## config.mk

```make
export PLATFORM = sky130hd
export DESIGN_NAME = sram_march_bist
export DESIGN_NICKNAME = d
export VERILOG_FILES = /design/src/rtl/sram_march_bist.sv
export SDC_FILE = /design/constraint.sdc
export NUM_CORES = 1
export LEC_CHECK = 0
export CAP_MARGIN = 20
export CORE_ASPECT_RATIO = 1.4
export CORE_MARGIN = 5
export CORE_UTILIZATION = 40
export DETAILED_ROUTE_END_ITERATION = 8
export GPL_TIMING_DRIVEN = 0
export PLACE_DENSITY = 0.67
export SLEW_MARGIN = 20
export SYNTH_ARGS = -nofsm -noshare
export SYNTH_HDL_FRONTEND = slang
export SYNTH_SLANG_ARGS = --single-unit
export TNS_END_PERCENT = 10
```

## constraint.sdc

```tcl
create_clock -name clk -period 4.2 [get_ports clk]
set_input_delay 0.84 -clock clk [delete_from_list [all_inputs] [get_ports clk]]
set_output_delay 0.84 -clock clk [all_outputs]
set_load 0.01 [all_outputs]
```

## src/rtl/sram_march_bist.sv

```systemverilog
// sram_march_bist: March C- BIST controller for a synchronous single-port SRAM.
// Optional feature macro SRAM_BIST_STOP_ON_FAIL_EN: end the run on the edge that captures the first mismatch.
module sram_march_bist #(
    parameter int ADDR_WIDTH = 12,
    parameter int DATA_WIDTH = 8
) (
    input  logic                  clk,
    input  logic                  rst,
    input  logic                  start,
    output logic                  busy,
    output logic                  done,
    output logic                  fail,
    output logic [ADDR_WIDTH-1:0] fail_addr,
    output logic [DATA_WIDTH-1:0] fail_data,
    output logic                  sram_we,
    output logic                  sram_wmask,
    output logic [ADDR_WIDTH-1:0] sram_addr,
    output logic [DATA_WIDTH-1:0] sram_din,
    input  logic [DATA_WIDTH-1:0] sram_dout
);
    typedef enum logic [1:0] {IDLE, RUN, FLUSH, DONE} state_t;

    localparam logic [ADDR_WIDTH-1:0] LAST = '1;
    localparam logic [ADDR_WIDTH-1:0] ONE  = ADDR_WIDTH'(1);

    state_t                state, state_n;
    logic [2:0]            elem, elem_n;
    logic                  ph, ph_n;
    logic [ADDR_WIDTH-1:0] addr_n;
    logic                  go, two_op, down, elem_end, last_op, we_n, dbit_n, issue;
    logic                  pv, mismatch, first_fail;
    logic [DATA_WIDTH-1:0] pexp;
    logic [ADDR_WIDTH-1:0] paddr;

    assign busy = state == RUN || state == FLUSH;
    assign done = state == DONE;

    // Next op: the op on the SRAM outputs (elem, ph, sram_addr) advances to the next one in March order
    always_comb begin
        go       = start && (state == IDLE || state == DONE);
        two_op   = elem >= 3'd1 && elem <= 3'd4;
        down     = elem == 3'd3 || elem == 3'd4;
        elem_end = down ? sram_addr == '0 : sram_addr == LAST;
        last_op  = elem == 3'd5 && sram_addr == LAST;
        elem_n   = elem;
        ph_n     = 1'b0;
        addr_n   = sram_addr;
        if (go) begin
            elem_n = 3'd0;
            addr_n = '0;
        end else if (two_op && !ph) begin
            ph_n = 1'b1;
        end else if (elem_end) begin
            elem_n = elem + 3'd1;
            addr_n = (elem == 3'd2 || elem == 3'd3) ? LAST : '0;
        end else begin
            addr_n = down ? sram_addr - ONE : sram_addr + ONE;
        end
        we_n   = elem_n == 3'd0 || ph_n;
        dbit_n = elem_n >= 3'd1 && elem_n <= 3'd4 && (ph_n ^ ~elem_n[0]);
    end

    // Controller FSM next state; the first mismatch may cut the run short
    always_comb begin
        mismatch   = pv && busy && sram_dout != pexp;
        first_fail = mismatch && !fail;
        state_n    = state;
        case (state)
            IDLE:    state_n = go ? RUN : IDLE;
            RUN:     state_n = last_op ? FLUSH : RUN;
            FLUSH:   state_n = DONE;
            default: state_n = go ? RUN : DONE;
        endcase
`ifdef SRAM_BIST_STOP_ON_FAIL_EN
        if (first_fail && busy) state_n = DONE;
`else
`endif
        issue = state_n == RUN;
    end

    // State register and registered SRAM command; reads carry their expected data on sram_din
    always_ff @(posedge clk) begin
        if (rst) begin
            state      <= IDLE;
            elem       <= '0;
            ph         <= 1'b0;
            sram_we    <= 1'b0;
            sram_wmask <= 1'b0;
            sram_addr  <= '0;
            sram_din   <= '0;
        end else begin
            state      <= state_n;
            sram_we    <= issue && we_n;
            sram_wmask <= issue && we_n;
            if (issue) begin
                elem      <= elem_n;
                ph        <= ph_n;
                sram_addr <= addr_n;
                sram_din  <= {DATA_WIDTH{dbit_n}};
            end
        end
    end

    // One-deep compare pipeline and sticky first-failure capture
    always_ff @(posedge clk) begin
        if (rst) begin
            pv        <= 1'b0;
            pexp      <= '0;
            paddr     <= '0;
            fail      <= 1'b0;
            fail_addr <= '0;
            fail_data <= '0;
        end else begin
            pv    <= state == RUN && !sram_we;
            pexp  <= sram_din;
            paddr <= sram_addr;
            if (go) begin
                fail      <= 1'b0;
                fail_addr <= '0;
                fail_data <= '0;
            end else if (first_fail) begin
                fail      <= 1'b1;
                fail_addr <= paddr;
                fail_data <= sram_dout;
            end
        end
    end
endmodule
```

==> flow_metrics.env <==
export IMPL_switching_share=0.2362
export IMPL_reg2reg_from="elem[0]"
export IMPL_post_drt_wl_per_cell_microns=13.17
export IMPL_min_period_ps=3184
export IMPL_crit_arrival_ps=3420
export IMPL_grt_max_degree=19
export IMPL_die_h_microns=108.5
export IMPL_worst_pin_slew_ps=633.2
export IMPL_final_setup_viol_count=0
export IMPL_synth_edf_count=0
export IMPL_min_to="pv"
export IMPL_cts_setup_buffers=0
export IMPL_clkTransAtPathRegs_ps=100
export IMPL_drv_slew=0
export IMPL_cts_root_buf="clkbuf_8"
export IMPL_detail_route_antenna_nets=0
export IMPL_gp_congestion=0.7772
export IMPL_grt_antenna_before_repair=0
export IMPL_ctsResizeCount=0
export IMPL_n_antenna_cell=0
export IMPL_rsz0062_at_grt="false"
export IMPL_fin_cells=461
export IMPL_p_sw_uw=230.3
export IMPL_intPower_uw=744.7
export IMPL_layout_drive_gt1_share=0.09836
export IMPL_syn_num_nets=332
export IMPL_period_share=0.7582
export IMPL_vias_per_cell=4.978
export IMPL_dieArea_sq_um=8724
export IMPL_seqPwrFrac=0.548
export IMPL_rr_endpoint="sram_addr[10]"
export IMPL_synth_top_family_by_area="simple AND/OR/NAND/NOR gates"
export IMPL_overflow=0
export IMPL_combPwrFrac=0.082
export IMPL_p_leak_uw=0.001442
export IMPL_cp_required_ps=4440
export IMPL_fin_nets=394
export IMPL_ys_seq_area_frac=0.3969
export IMPL_ys_warn_count=0
export IMPL_port_buffers=55
export IMPL_rrSetupSlack_ps=1020
export IMPL_cts_sinks=55
export IMPL_critPathLaunchType="register"
export IMPL_finClkSkew_ps=5.162
export IMPL_cts_buffers=5
export IMPL_report_final_hold_viol_count=0
export IMPL_firstDrtPassIters=4
export IMPL_synth_xor_area_share=0.02526
export IMPL_hpwlAfterDp_microns=4598
export IMPL_rows=36
export IMPL_dp_cells=453
export IMPL_num_vias=2295
export IMPL_grt_pass1_wl_microns=10240
export IMPL_drc=0
export IMPL_p_clk_frac=0.370
export IMPL_h_tree_depth=2
export IMPL_rr_worst_depth=11
export IMPL_path_max_fanout=15
export IMPL_min_from="sram_wmask"
export IMPL_synthSimpleGateAreaFrac=0.1894
export IMPL_relSlewSlack=0.5723
export IMPL_grt_pass1_vias=2221
export IMPL_clockBufferDepth=2
export IMPL_cts_hold_buf=0
export IMPL_cts_tree="yes"
export IMPL_synth_compound_area_frac=0.1700
export IMPL_synth_mux_area_frac=0.07397
export IMPL_status="finished clean"
export IMPL_synth_flop_cell="dfxtp_1"
export IMPL_postSynth_asyncResetShare=0
export IMPL_end_kind="register"
export IMPL_ys_ff_latch=55
export IMPL_first_iter_violations=51
export IMPL_syn_avg_cell_area_sq_um=9.155
export IMPL_synth_fa_ha_area_frac=0.08390
export IMPL_die_w_microns=80.38
export IMPL_power_density_nw_per_um2=274.0
export IMPL_syn_inst=303
export IMPL_areaGrowthSynthToFinish_pct=28.28
export IMPL_cap_viol_max_count=0
export IMPL_ir_worst_vdd_mv=0.2155
export IMPL_fin_tns_setup_ps=0
export IMPL_io_pin_count=56
export IMPL_clkLatencyLatePin_ps=310
export IMPL_final_cell_mix="dfxtp_1, clkdlybuf4s50_1, nor2_1, o21ai_0, mux2i_1"
export IMPL_netlist_cell_type_count=54
export IMPL_worstSetupPathType="register to register"
export IMPL_synth_area_sq_um=2774
export IMPL_whs_path_depth=1
export IMPL_routed_wl_microns=6070
export IMPL_core_area_sq_um=6847
export IMPL_initial_core_util=0.4052
export IMPL_hp_class="register to register"
export IMPL_grt_use_total=0.1438
export IMPL_fmax_mhz=314.0
## metal layers
| metal | vias up | track usage | routed length, microns |
|---|---|---|---|
| met2 | 41 | 0.2571 | 3127 |
| met1 | 1065 | 0.1736 | 2707 |
| met5 | - | 0 | 0 |
| li1 | 1182 | - | - |
| met4 | 0 | 0.05314 | 78 |
| met3 | 7 | 0.01833 | 157 |
## cells by family after synthesis
group                      Yosys count
and+or+nand+nor                    108
adders and majority gates           18
buffers and inverters               29
DFF                                 55
muxes                               20
xor gates and xnor gates             8
AOI/OAI and AO/OA                   65
## Yosys cell counts, types with 4 or more instances
cell      count  share of area
dfxtp_1      55           0.40
nor2_1       44          0.060
o21ai_0      20          0.036
mux2i_1      19          0.069
ha_1         17          0.077
nand2_1      17          0.023
nor2b_1      14          0.032
a21oi_1      13          0.023
inv_1        11          0.015
buf_4         8          0.022
xnor2_1       8          0.025
nor3_1        7          0.013
a211oi_1      5          0.014
nand4_1       5          0.011
nor4_1        5          0.011
clkbuf_1      4         0.0054
## layout make-up
| class | count | area, sq um |
|---|---|---|
| buffer | 18 | 126.4 |
| clock buffer | 5 | 68.82 |
| clock inverter | 3 | 46.29 |
| fill | 682 | 3288 |
| inverter | 11 | 41.29 |
| multi-input combinational | 219 | 1505 |
| sequential | 55 | 1101 |
| tap | 95 | 118.9 |
| timing repair buffer | 55 | 550.5 |
## stage by stage
stage | cell area, sq um | setup slack (ps) | utilization | total power (uW) | hold WS [ps]
final | 3558 | 1016 | 0.5197 | 974.9 | 466.8
after global routing | 3558 | 811.8 | 0.5197 | 1013 | 495.0
after CTS | 3558 | 996.7 | 0.5197 | 983.9 | 473.2
after detailed placement | 3443 | 1019 | 0.5029 | 625.9 | 449.6
after global placement | 3443 | 1102 | 0.5029 | 625.1 | 441.0
after floorplan | 2774 | 1323 | - | 590.0 | 436.5
## critical path, cell delays in order (launching register included)
cell,delay [ps]
dfxtp_1,450
inv_1,120
ha_1,230
mux2_4,370
ha_1,360
nor2b_1,140
o21ai_0,220
a21oi_1,140
o41ai_1,440
o21ai_0,220
and3_1,220
o31ai_1,200
## sequential cells by signal, summed over array words and instances (netlist names)
name and flops:
fail_addr 12, fail 1, paddr 12, state 2
elem 3, pexp 1, pv 1, sram_wmask 1
sram_din 1, ph 1, sram_addr 12, fail_data 8
## power by group through the flow
| stage | sequential [uW] | clock, uW | combinational, uW |
|---|---|---|---|
| final | 534 | 361 | 80.3 |
| after global routing | 535 | 389 | 88.2 |
| after CTS | 534 | 369 | 80.7 |
| after detailed placement | 546 | 0 | 80.0 |
| after global placement | 546 | 0 | 79.3 |
| after floorplan | 546 | 0 | 43.8 |
## how the worst max path moves through the flow
| stage | from | to | cells past startpoint |
|---|---|---|---|
| 6_report | elem[0] | sram_addr[10] | 11 |
| 3_5_place_dp | elem[0] | sram_addr[10] | 11 |
| 3_3_place_gp | elem[0] | sram_addr[10] | 11 |
| 2_1_floorplan | elem[0] | sram_addr[9] | 10 |
| 5_1_grt | elem[0] | sram_addr[10] | 11 |
| 4_1_cts | elem[0] | sram_addr[10] | 11 |
Power figures use the tool's default switching activity.
